[config.mk]
export PLATFORM = sky130hd
export DESIGN_NAME = hood_mode_ctrl
export DESIGN_NICKNAME = d
export VERILOG_FILES = /design/src/rtl/hood_mode_ctrl.sv
export SDC_FILE = /design/constraint.sdc
export NUM_CORES = 1
export LEC_CHECK = 0
export ABC_AREA = 1
export BUFFER_PORTS_ARGS = -buffer_cell sky130_fd_sc_hd__buf_2
export CORE_MARGIN = 4
export CORE_UTILIZATION = 40
export DETAILED_ROUTE_END_ITERATION = 16
export PLACE_DENSITY_LB_ADDON = 0.08
export SLEW_MARGIN = 10
export SYNTH_ARGS = -nofsm -noshare
export SYNTH_HDL_FRONTEND = slang
export SYNTH_SLANG_ARGS = --single-unit
[constraint.sdc]
create_clock -name clk -period 3.1 [get_ports clk]
set_input_delay 0.155 -clock clk [delete_from_list [all_inputs] [get_ports clk]]
set_output_delay 0.155 -clock clk [all_outputs]
set_load 0.03 [all_outputs]
[src/rtl/hood_mode_ctrl.sv]
// Range-hood operating-mode controller: fan levels, timed hurricane,
// delayed stop, self-clean and a run-time clean reminder.
//
// Ports:
//   clk, rst (async, active-low), tick (1 Hz strobe), power_on (level)
//   menu_btn, level_btn[LEVELS], hurricane_btn, clean_btn, hand_clean
//   state[3], fan_level[LW], menu_open, countdown[16], run_secs[24],
//   need_clean, hurricane_used
//
// Define HOOD_HURRICANE_LOCK_EN to allow hurricane once per power session.
module hood_mode_ctrl #(
  parameter int LEVELS      = 3,
  parameter int HURRICANE_S = 60,
  parameter int RETURN_S    = 60,
  parameter int CLEAN_S     = 180,
  parameter int REMIND_S    = 36000,
  parameter int LW          = $clog2(LEVELS+2)
) (
  input  logic              clk,
  input  logic              rst,
  input  logic              tick,
  input  logic              power_on,
  input  logic              menu_btn,
  input  logic [LEVELS-1:0] level_btn,
  input  logic              hurricane_btn,
  input  logic              clean_btn,
  input  logic              hand_clean,
  output logic [2:0]        state,
  output logic [LW-1:0]     fan_level,
  output logic              menu_open,
  output logic [15:0]       countdown,
  output logic [23:0]       run_secs,
  output logic              need_clean,
  output logic              hurricane_used
);

  typedef enum logic [2:0] {
    ST_STANDBY = 3'd0,
    ST_MENU    = 3'd1,
    ST_RUN     = 3'd2,
    ST_HURR    = 3'd3,
    ST_RETURN  = 3'd4,
    ST_CLEAN   = 3'd5,
    ST_OFF     = 3'd6
  } state_e;

`ifdef HOOD_HURRICANE_LOCK_EN
  localparam logic LOCK = 1'b1;
`else
  localparam logic LOCK = 1'b0;
`endif

  localparam logic [LW-1:0] LVL_TOP  = LW'(LEVELS);
  localparam logic [LW-1:0] LVL_HURR = LW'(LEVELS+1);

  state_e        state_q, state_d;
  logic [LW-1:0] lvl_q, lvl_d;
  logic [15:0]   cd_q, cd_d;
  logic [23:0]   secs_q, secs_d;
  logic          used_q, used_d;
  logic          arm_q;
  logic          clr_secs;
  logic          expire;
  logic [LW-1:0] sel;

  // Lowest set bit wins; 0 means no level requested.
  function automatic logic [LW-1:0] pick(input logic [LEVELS-1:0] b);
    pick = '0;
    for (int i = LEVELS-1; i >= 0; i--)
      if (b[i]) pick = LW'(i+1);
  endfunction

  assign sel    = pick(level_btn);
  assign expire = tick && (cd_q == 16'd1);

  always_comb begin
    state_d  = state_q;
    lvl_d    = lvl_q;
    cd_d     = cd_q;
    used_d   = used_q;
    clr_secs = 1'b0;
    if (!power_on) begin
      state_d = ST_OFF;
      lvl_d   = '0;
      cd_d    = '0;
      used_d  = 1'b0;
    end else begin
      unique case (state_q)
        ST_OFF: begin
          // arm_q holds off the first edge after reset release
          if (arm_q) state_d = ST_STANDBY;
        end
        ST_STANDBY: begin
          if (menu_btn) state_d = ST_MENU;
        end
        ST_MENU: begin
          if (menu_btn) begin
            state_d = ST_STANDBY;
          end else if (hurricane_btn) begin
            if (!used_q) begin
              state_d = ST_HURR;
              lvl_d   = LVL_HURR;
              cd_d    = 16'(HURRICANE_S);
              used_d  = LOCK;
            end
          end else if (clean_btn) begin
            state_d = ST_CLEAN;
            cd_d    = 16'(CLEAN_S);
          end else if (sel != '0) begin
            state_d = ST_RUN;
            lvl_d   = sel;
          end
        end
        ST_RUN: begin
          if (menu_btn) begin
            state_d = ST_RETURN;
            cd_d    = 16'(RETURN_S);
          end else if (sel != '0) begin
            lvl_d = sel;
          end
        end
        ST_HURR: begin
          if (menu_btn) begin
            state_d = ST_RETURN;
            lvl_d   = LVL_TOP;
            cd_d    = 16'(RETURN_S);
          end else if (expire) begin
            state_d = ST_RUN;
            lvl_d   = LVL_TOP;
            cd_d    = '0;
          end else if (tick && cd_q != '0) begin
            cd_d = cd_q - 16'd1;
          end
        end
        ST_RETURN: begin
          if (sel != '0) begin
            state_d = ST_RUN;
            lvl_d   = sel;
            cd_d    = '0;
          end else if (expire) begin
            state_d = ST_STANDBY;
            lvl_d   = '0;
            cd_d    = '0;
          end else if (tick && cd_q != '0) begin
            cd_d = cd_q - 16'd1;
          end
        end
        ST_CLEAN: begin
          if (expire) begin
            state_d  = ST_STANDBY;
            cd_d     = '0;
            clr_secs = 1'b1;
          end else if (tick && cd_q != '0) begin
            cd_d = cd_q - 16'd1;
          end
        end
        default: begin
          state_d = ST_OFF;
          lvl_d   = '0;
          cd_d    = '0;
        end
      endcase
    end
  end

  always_comb begin
    secs_d = secs_q;
    if (hand_clean || clr_secs)
      secs_d = '0;
    else if (tick && lvl_q != '0 && secs_q != '1)
      secs_d = secs_q + 24'd1;
  end

  always_ff @(posedge clk or negedge rst) begin
    if (!rst) begin
      state_q <= ST_OFF;
      lvl_q   <= '0;
      cd_q    <= '0;
      secs_q  <= '0;
      used_q  <= 1'b0;
      arm_q   <= 1'b0;
    end else begin
      state_q <= state_d;
      lvl_q   <= lvl_d;
      cd_q    <= cd_d;
      secs_q  <= secs_d;
      used_q  <= used_d;
      arm_q   <= 1'b1;
    end
  end

  assign state          = state_q;
  assign fan_level      = lvl_q;
  assign menu_open      = (state_q == ST_MENU);
  assign countdown      = cd_q;
  assign run_secs       = secs_q;
  assign need_clean     = (secs_q >= 24'(REMIND_S));
  assign hurricane_used = used_q;

endmodule

## Word-level counts from Yosys, hierarchy flattened

Cells that the tools add are included.

- Bits in read-only memories: 0
- RAM bits: 0
- Flip-flop bits (word level): 48
- Memories kept: 0
- Output and inout bits: 49
- Logic and storage cells: 100
- Input port bits: 11
- Bits in latches: 0

- Equal/unequal tests: 25
- Shift operators: 0
- Muxes and demuxes: 50
- Multiply operators: 0
- Order comparisons: 1
- $add $sub $neg: 2
- Bitwise operators: 0
- Reductions and logical operators: 16
- Divide/modulo/power cells: 0

Operator list:

| cell | number |
|---|---|
| 2-to-1 mux 16 bit | 10 |
| case mux 16 bit (6 select lines) | 1 |
| 2-to-1 mux 3 bit | 25 |
| 2-to-1 mux 24 bit | 2 |
| adder 24 x 1 -> 24 bit (second input constant) | 1 |
| >= comparator 24 x 16 -> 1 bit (second input constant) | 1 |
| != test 24 bit (second input constant) | 1 |
| case mux 3 bit (7 select lines) | 1 |
| != test 4 bit (second input constant) | 5 |
| equality test 16 x 1 -> 1 bit (second input constant) | 1 |
| nonzero test 16 bit | 1 |
| subtractor 16 x 1 -> 16 bit (second input constant) | 1 |
| != test 3 bit (second input constant) | 5 |
| case mux 3 bit (5 select lines) | 1 |
| equality test 3 bit (second input constant) | 3 |
| 2-to-1 mux 1 bit | 8 |
| AND reduction 7 bit | 1 |
| equality test 3 x 2 -> 1 bit (second input constant) | 2 |
| != test 2 bit (second input constant) | 3 |
| != test 6 x 5 -> 1 bit (second input constant) | 1 |
| AND reduction 6 bit | 1 |
| nonzero test 3 bit | 2 |
| != test 5 bit (second input constant) | 1 |
| AND reduction 5 bit | 1 |
| 10 further kinds | 15 |

## Longest topological paths before layout

Gate-level depths: netlist of the first run.

- Depth in word-level cells: 10
- Mapped depth: 14
- Mapped depth without buffers: 13

## Least setup slack after synthesis of the first run

Ideal clock, no wire load.

- Kind: register to register
- Start: register secs_q[0], in the netlist run_secs[0]
- End: register secs_q[21], in the netlist run_secs[21]
- Clock period less this slack: 2.001 ns
- Path buffers: 1
- Setup time: 0.117 ns
- Required time: 2.983 ns
- Cell stages (with the launch flop): 12
- Path slack: 1.099 ns
- Arrival: 1.884 ns
- Path through: dfrtp_1 ha_1 inv_1 nor2_2 nand2_2 nor2_4 a21oi_4 nor2_8 inv_4 buf_12 nand2_1 nand2_1

- Longest elaborated chain between the ends: 3
- Elaborated cells between the ends (all ways): 6
- Those cells by class: 1 x add/sub; 1 x eq/ne; 2 x mux; 2 x reduce/logical

RTL lines:

| element | line | RTL |
|---|---|---|
| start: declaration | 59 | `logic [23:0] secs_q, secs_d;` |
| start signal: assignment | 186 | `secs_q <= secs_d;` |
| adder 24 x 1 -> 24 bit / != test 24 bit (equally long branches) | 171, 170 |  |
| 2-to-1 mux 24 bit / logical AND 1 bit (equally long branches) | 170 | `else if (tick && lvl_q != '0 && secs_q != '1)` |
| 2-to-1 mux 24 bit / nonzero test 2 bit (equally long branches) | n/a |  |

Several ways; a longest one is shown, not always the timed one. The select of a mux whose other input is x is not followed.
A chain may end at the register's enable or synchronous reset.

## Worst setup path after layout of the first run

- Start: register secs_q[0], in the netlist run_secs[0]
- End: register secs_q[12], in the netlist run_secs[12]

The elaborated chain is that of the path after synthesis.

==> results.toml, run 1 <==
[outcome]
status = "completed"

[yosys]
synth-seq-area-share_pct = 34.2
yosysTopAreaCellShare_pct = 32.7
synth_edf_count = 0
async_flop_share_pct = 100
syn-cell-area_sq_um = 3520
syn_avg_cell_area_sq_um = 6.83
synthTopCellsByArea = "dfrtp_1, nand2_1, nand3_1"
synth_ff_type = "dfrtp_1"
yosys.area.top_type = "dfrtp_1"
ys_warn_count = 0
syn-num-nets = 530
synth_cell_types = 40
syn-instance-count = 515
synth-seq-cells = 48

[die]
die_h_microns = 102
rows = 33
fp.coreArea_sq_um = 8380
start_util_pct = 41.9
die_x_microns = 102
pin_count = 60
die_area_sq_um = 10400

[routing]
vias = 3580
initialDrtViolationCount = 121
vias_per_cell = 5.26
drt-total-wl_microns = 9650
route.detailed.drc = 0
wl_per_cell_microns = 14.2
drtAntennaViolNets = 0
drtPass1Iterations = 6

[layout]
drive_gt1_share_pct = 18.6
final_common_cell = "nand2_1"
antenna_cells = 0
area_delta_synth_final_pct = 14.2
final_cell_mix = "nand2_1, nor2_1, buf_2, inv_1, nand3_1"
final_nets = 590

[sta]
finalSetupTns_ps = 0
final.min_clock_period_ps = 2150
hold_ws_ps = 191
skew_ps = 5.44
slew_viol_final = 0
maxSlewHeadroom_pct = 57.9
fmax_mhz = 465
setup_viol = 0
fin_crit_sh_pct = 69.4
hold_violations = 0
rsz0062_at_grt = "no"
worst_slew_pin_slew_ps = 627

[power]
seq_power_share_pct = 31.0
power_density_nw_per_um2 = 657
swShare_pct = 47.7
leakagePower_nw = 2.06
comb_power_share_pct = 50.1
pwr-share-clk_pct = 18.9
peakVddDrop_mv = 0.422
finalPower_mw = 2.64
p_switching_mw = 1.26
p_int_mw = 1.38

[worst_setup_path]
crit_fanout = 19
crit_path_end_kind = "flip-flop"
crit_required_ps = 3290
path_class = "reg2reg"
cp.arrival_ps = 2350
worst_setup_path_start_kind = "flip-flop"

[cts]
post-cts-setup-buffers = 0
worstSkewPairLatency_ps = 300
cts.htree.levels = 2
cts_root_buf = "clkbuf_8"
ctsLongestPathBuffers = 2
cts_sinks = 48
tritoncts = "built"
cts.reportedPaths.clkPinSlew_ps = 90
cts.repair.resized = 0
cts_made_buffers = 5

[placement]
hpwl_microns = 7600
portBuffers = 59
gp_congestion = 1.00

[job]
cap_violations = 0

[global_route]
grt_max_degree = 29
grt_pass1_wl_microns = 16300
grt_pass1_vias = 3414
antenna_found_initial = 0
grt_util_all_layers_pct = 19.7
grt-ovfl-total = 0

[min_path]
hold_class = "in2reg"
-- final timing paths --
check | start | end | slack (ps) | cells after the start
worst max-delay path | run_secs[0] | run_secs[12] | 950 | 10
worst min-delay path | power_on | hurricane_used | 190 | 3
worst max register to register | run_secs[0] | run_secs[12] | 950 | 10
worst min register to register | hurricane_used | hurricane_used | 500 | 2
max in group asynchronous | rst | state[2] | 1940 | 3
min in group asynchronous | rst | run_secs[5] | 360 | 2
-- area by class of cell --
| type | count | area, sq um |
|---|---|---|
| Clock inverter | 1 | 30.0 |
| Fill cell | 884 | 4370 |
| Inverter | 69 | 264 |
| Tap cell | 105 | 131 |
| Clock buffer | 7 | 96.3 |
| Multi-Input combinational cell | 390 | 1980 |
| Timing Repair Buffer | 61 | 313 |
| Sequential cell | 48 | 1200 |
-- state kept, by name, indices dropped and copies added, names as in the netlist --
name,cells
run_secs,24
countdown,16
fan_level,3
state,3
arm_q,1
hurricane_used,1
-- cell usage after synthesis, types with 2 or more instances --
master and instances:
nor2_1 61, inv_2 9, o211ai_1 2, inv_4 2, o21ai_2 9, nor2_4 3, o31ai_1 7, dfrtp_1 46
o21ai_1 8, xor2_1 13, a21oi_1 11, dfstp_2 2, nand2_2 3, nor3_2 2, xnor2_1 2, o21ai_0 20
inv_1 58, buf_6 3, nor4_1 5, nand4_1 18, ha_1 4, nand3_1 49, nor2_2 2, nand2_1 140
nor3_1 17, a21o_1 3, buf_2 3
-- stage by stage --
| stage | util [%] | instance area [sq um] | instances | setup WS (ps) |
|---|---|---|---|---|
| floorplan | - | 3520 | 515 | 1100 |
| global placement | 46.3 | 3880 | 672 | 1050 |
| detailed placement | 46.3 | 3880 | 672 | 963 |
| CTS | 47.9 | 4010 | 681 | 948 |
| global route | 47.9 | 4010 | 681 | 703 |
| finish | 47.9 | 4010 | 681 | 948 |
-- metal layers --
metal	part of all wire (%)	global-route usage (%)	vias up
li1	-	-	1811
met1	43	24.8	1655
met2	49	33.5	92
met3	4.5	3.51	22
met4	2.8	7.67	0
met5	0	0	-
-- power by group through the flow --
| stage | Combinational (mW) | Sequential (mW) | Clock (mW) |
|---|---|---|---|
| finish | 1.32 | 0.816 | 0.499 |
| CTS | 1.33 | 0.817 | 0.521 |
| global placement | 1.31 | 0.826 | 0 |
| global route | 1.49 | 0.833 | 0.548 |
| floorplan | 0.940 | 0.929 | 0 |
| detailed placement | 1.32 | 0.828 | 0 |
-- kinds of logic after synthesis --
| family | Yosys count | synth area share (%) |
|---|---|---|
| compound gates | 65 | 12.0 |
| simple gates | 305 | 38.9 |
| buf+inv | 77 | 9.57 |
| fa+ha+maj | 4 | 1.42 |
| flops | 48 | 34.2 |
| other cells | 1 | 0.107 |
| xor+xnor | 15 | 3.74 |
-- worst max-delay path, cell delays in order, from the launching register on --
cell and delay (ps):
dfrtp_1 430, ha_1 270, inv_1 90, nor2_2 250
nand2_2 120, nor2_4 180, a21oi_4 190, nor2_8 240
inv_4 130, nand2_1 90, o21ai_2 50
-- timing repair --
item	CTS	global route
setup endpoints to repair	0	0
hold endpoints to repair	20	0
hold buffers	1	0
No activity file was read; power rests on OpenSTA's default activity.
==> inputs of run 2 (changes only) <==
--- a/config.mk
+++ b/config.mk
@@ -5,7 +5,7 @@
 export SDC_FILE = /design/constraint.sdc
 export NUM_CORES = 1
 export LEC_CHECK = 0
-export ABC_AREA = 1
+export ABC_AREA = 0
 export BUFFER_PORTS_ARGS = -buffer_cell sky130_fd_sc_hd__buf_2
 export CORE_MARGIN = 4
 export CORE_UTILIZATION = 40
==> constraint.sdc (replaced) <==
create_clock -name clk -period 2 [get_ports clk]
set_input_delay 0.1 -clock clk [delete_from_list [all_inputs] [get_ports clk]]
set_output_delay 0.1 -clock clk [all_outputs]
set_load 0.03 [all_outputs]
==> run 2 against run 1 <==
  * Hold slack lost 17 ps
  * Cell area down 3.0%
  * Final cell count is 20% lower
  * Highest routed layer unchanged
  * Count of clock-buffer cells in the layout down 2
  * Setup slack got worse by 860 ps
  * Core utilization is 2.5 points higher
  * Clock power rose by 72%
  * Clock skew increased by 11 ps
==> results.toml, run 2 <==
[placement]
gp_congestion = 0.869
dp.cells = 536
detailed_place.area_sq_um = 3710
dp_slack_ps = 36.5
hpwl_microns = 6170
portBuffers = 59

[layout]
drive_gt1_share_pct = 29.2
largest_reg_flops = 24
n_fill_cell = 769
area_delta_synth_final_pct = 22.5
final_cell_mix = "buf_2, nor2_1, dfrtp_1, buf_4"
antenna_cells = 0
fin_cells = 547
final_core_util_pct = 50.4
multi_input_area_sq_um = 1870
final_cell_area_sq_um = 3890
final_nets = 459
seq_area_sq_um = 1200
final_common_cell = "buf_2"

[sta]
hold_ws_ps = 174
slew_viol_final = 0
setup_viol = 0
finalSetupTns_ps = 0
final.min_clock_period_ps = 1910
fin_crit_sh_pct = 95.7
hold_violations = 0
fmax_mhz = 523
skew_ps = 16.0
post-route-worst-setup-slack_ps = 86.2

[global_route]
gr-max-usage-layer = "met2"
grtUsageMet3_pct = 2.44
grt_pass1_wl_microns = 13700
grt-ovfl-total = 0
use_met1_pct = 22.6
grt_pass1_vias = 2846
grt_util_all_layers_pct = 17.1
grt_use_met2_pct = 29.5
antenna_found_initial = 0
grt_max_degree = 25

[min_path]
hold_class = "in2reg"

[worst_setup_path]
worst_setup_path_start_kind = "flip-flop"
cp.arrival_ps = 2110
crit_fanout = 9
path_class = "reg2reg"
crit_required_ps = 2200
crit_path_end_kind = "flip-flop"

[yosys]
synthTopCellsByArea = "dfrtp_1, nor2_1, xor2_1"
synth-xor-area-share_pct = 7.72
synth-seq-area-share_pct = 37.9
syn_avg_cell_area_sq_um = 8.66
yosysMostFrequentCell = "nor2_1"
syn-instance-count = 367
synth_ff_type = "dfrtp_1"
synth-seq-cells = 48
synth_edf_count = 0
synthTopCellsByCount = "nor2_1, dfrtp_1, nand2_1, nand3_1, xor2_1"
yosys.area.top_type = "dfrtp_1"
async_flop_share_pct = 100
synth_cell_types = 70
synthAdderAreaFrac_pct = 1.57
synth-simple-area-share_pct = 32.6
syn-num-nets = 382
yosysTopAreaCellShare_pct = 36.2
synth_top_family_by_area = "simple AND/OR/NAND/NOR gates"
ys_warn_count = 0
synth-compound-area-share_pct = 15.1
synthMuxAreaShare_pct = 1.10
syn-cell-area_sq_um = 3180

[cts]
cts_sinks = 48
ctsLongestPathBuffers = 2
tritoncts = "built"
cts.reportedPaths.clkPinSlew_ps = 100
cts_root_buf = "clkbuf_8"
cts.htree.levels = 2
cts_made_buffers = 5
worstSkewPairLatency_ps = 310

[die]
rows = 32
start_util_pct = 41.1
fp.coreArea_sq_um = 7730
pin_count = 60
die_x_microns = 97.1
die_h_microns = 97.1
die_area_sq_um = 9440

[power]
leakagePower_nw = 1.82
power_density_nw_per_um2 = 855
peakVddDrop_mv = 0.609
finalPower_mw = 3.33

[routing]
drtAntennaViolNets = 0
drtPass1Iterations = 4
initialDrtViolationCount = 80
vias = 2967
vias_per_cell = 5.42
route.detailed.drc = 0
wl_per_cell_microns = 14.9
drt-total-wl_microns = 8170

[job]
cap_violations = 0

[outcome]
status = "completed"
run 2: changes by cell type after synthesis, sizes merged, moves of 8 or more:
cell and change:
inv -61, nor2 -12, nand3 -26, nand2 -120, nand2b +8, o21ai -17
run 2: report_power, final:
group / internal [mW] / switching (mW) / total [mW]
registers: 1.05 / 0.105 / 1.16
clock network: 0.504 / 0.356 / 0.859
logic: 0.484 / 0.827 / 1.31
total: 2.04 / 1.29 / 3.33
run 2: repair_timing:
| item | 4_1_cts | 5_1_grt |
|---|---|---|
| endpoints found under the hold margin | 11 | 0 |
| buffers inserted | 0 | 2 |
| hold buffers | 1 | 0 |
| gates resized for setup | 0 | 4 |
| setup endpoints to repair | 0 | 34 |
run 2: kinds of logic after synthesis:
logic type / count (synthesis)
and+or+nand+nor: 188
AOI/OAI and AO/OA: 71
DFF: 48
xor gates and xnor gates: 28
buffers and inverters: 24
adders and majority gates: 4
muxes: 3
other: 1
run 2: critical path, cell delays in order (launching register included):
cell and delay (ps):
dfstp_2 640, nand2b_2 160, nor3_1 260, o22ai_2 100, a21boi_2 200, or2_4 160, mux2_4 290
run 2: layer usage:
layer	up-vias	part of all wire (%)
li1	1468	-
met1	1440	46
met2	49	50
met3	10	3.3
met4	0	1.2
met5	-	0
run 2: final timing paths:
path	startpoint	slack, ps	endpoint	depth (start not counted)
min in group asynchronous	rst	240	hurricane_used	2
max in group asynchronous	rst	1150	fan_level[0]	3
worst min-delay path	tick	170	countdown[1]	3
worst max-delay path	state[2]	90	fan_level[1]	6
worst max register to register	state[2]	90	fan_level[1]	6
worst min register to register	countdown[0]	540	countdown[0]	1
run 2: area by class of cell:
type,count,share of cell area (%)
clock inverters,3,1.77
multi-input cells,295,48.0
well taps,102,3.28
inverters,8,0.771
clock buffers,5,1.77
flip-flops and latches,48,30.9
repair buffers,86,13.5
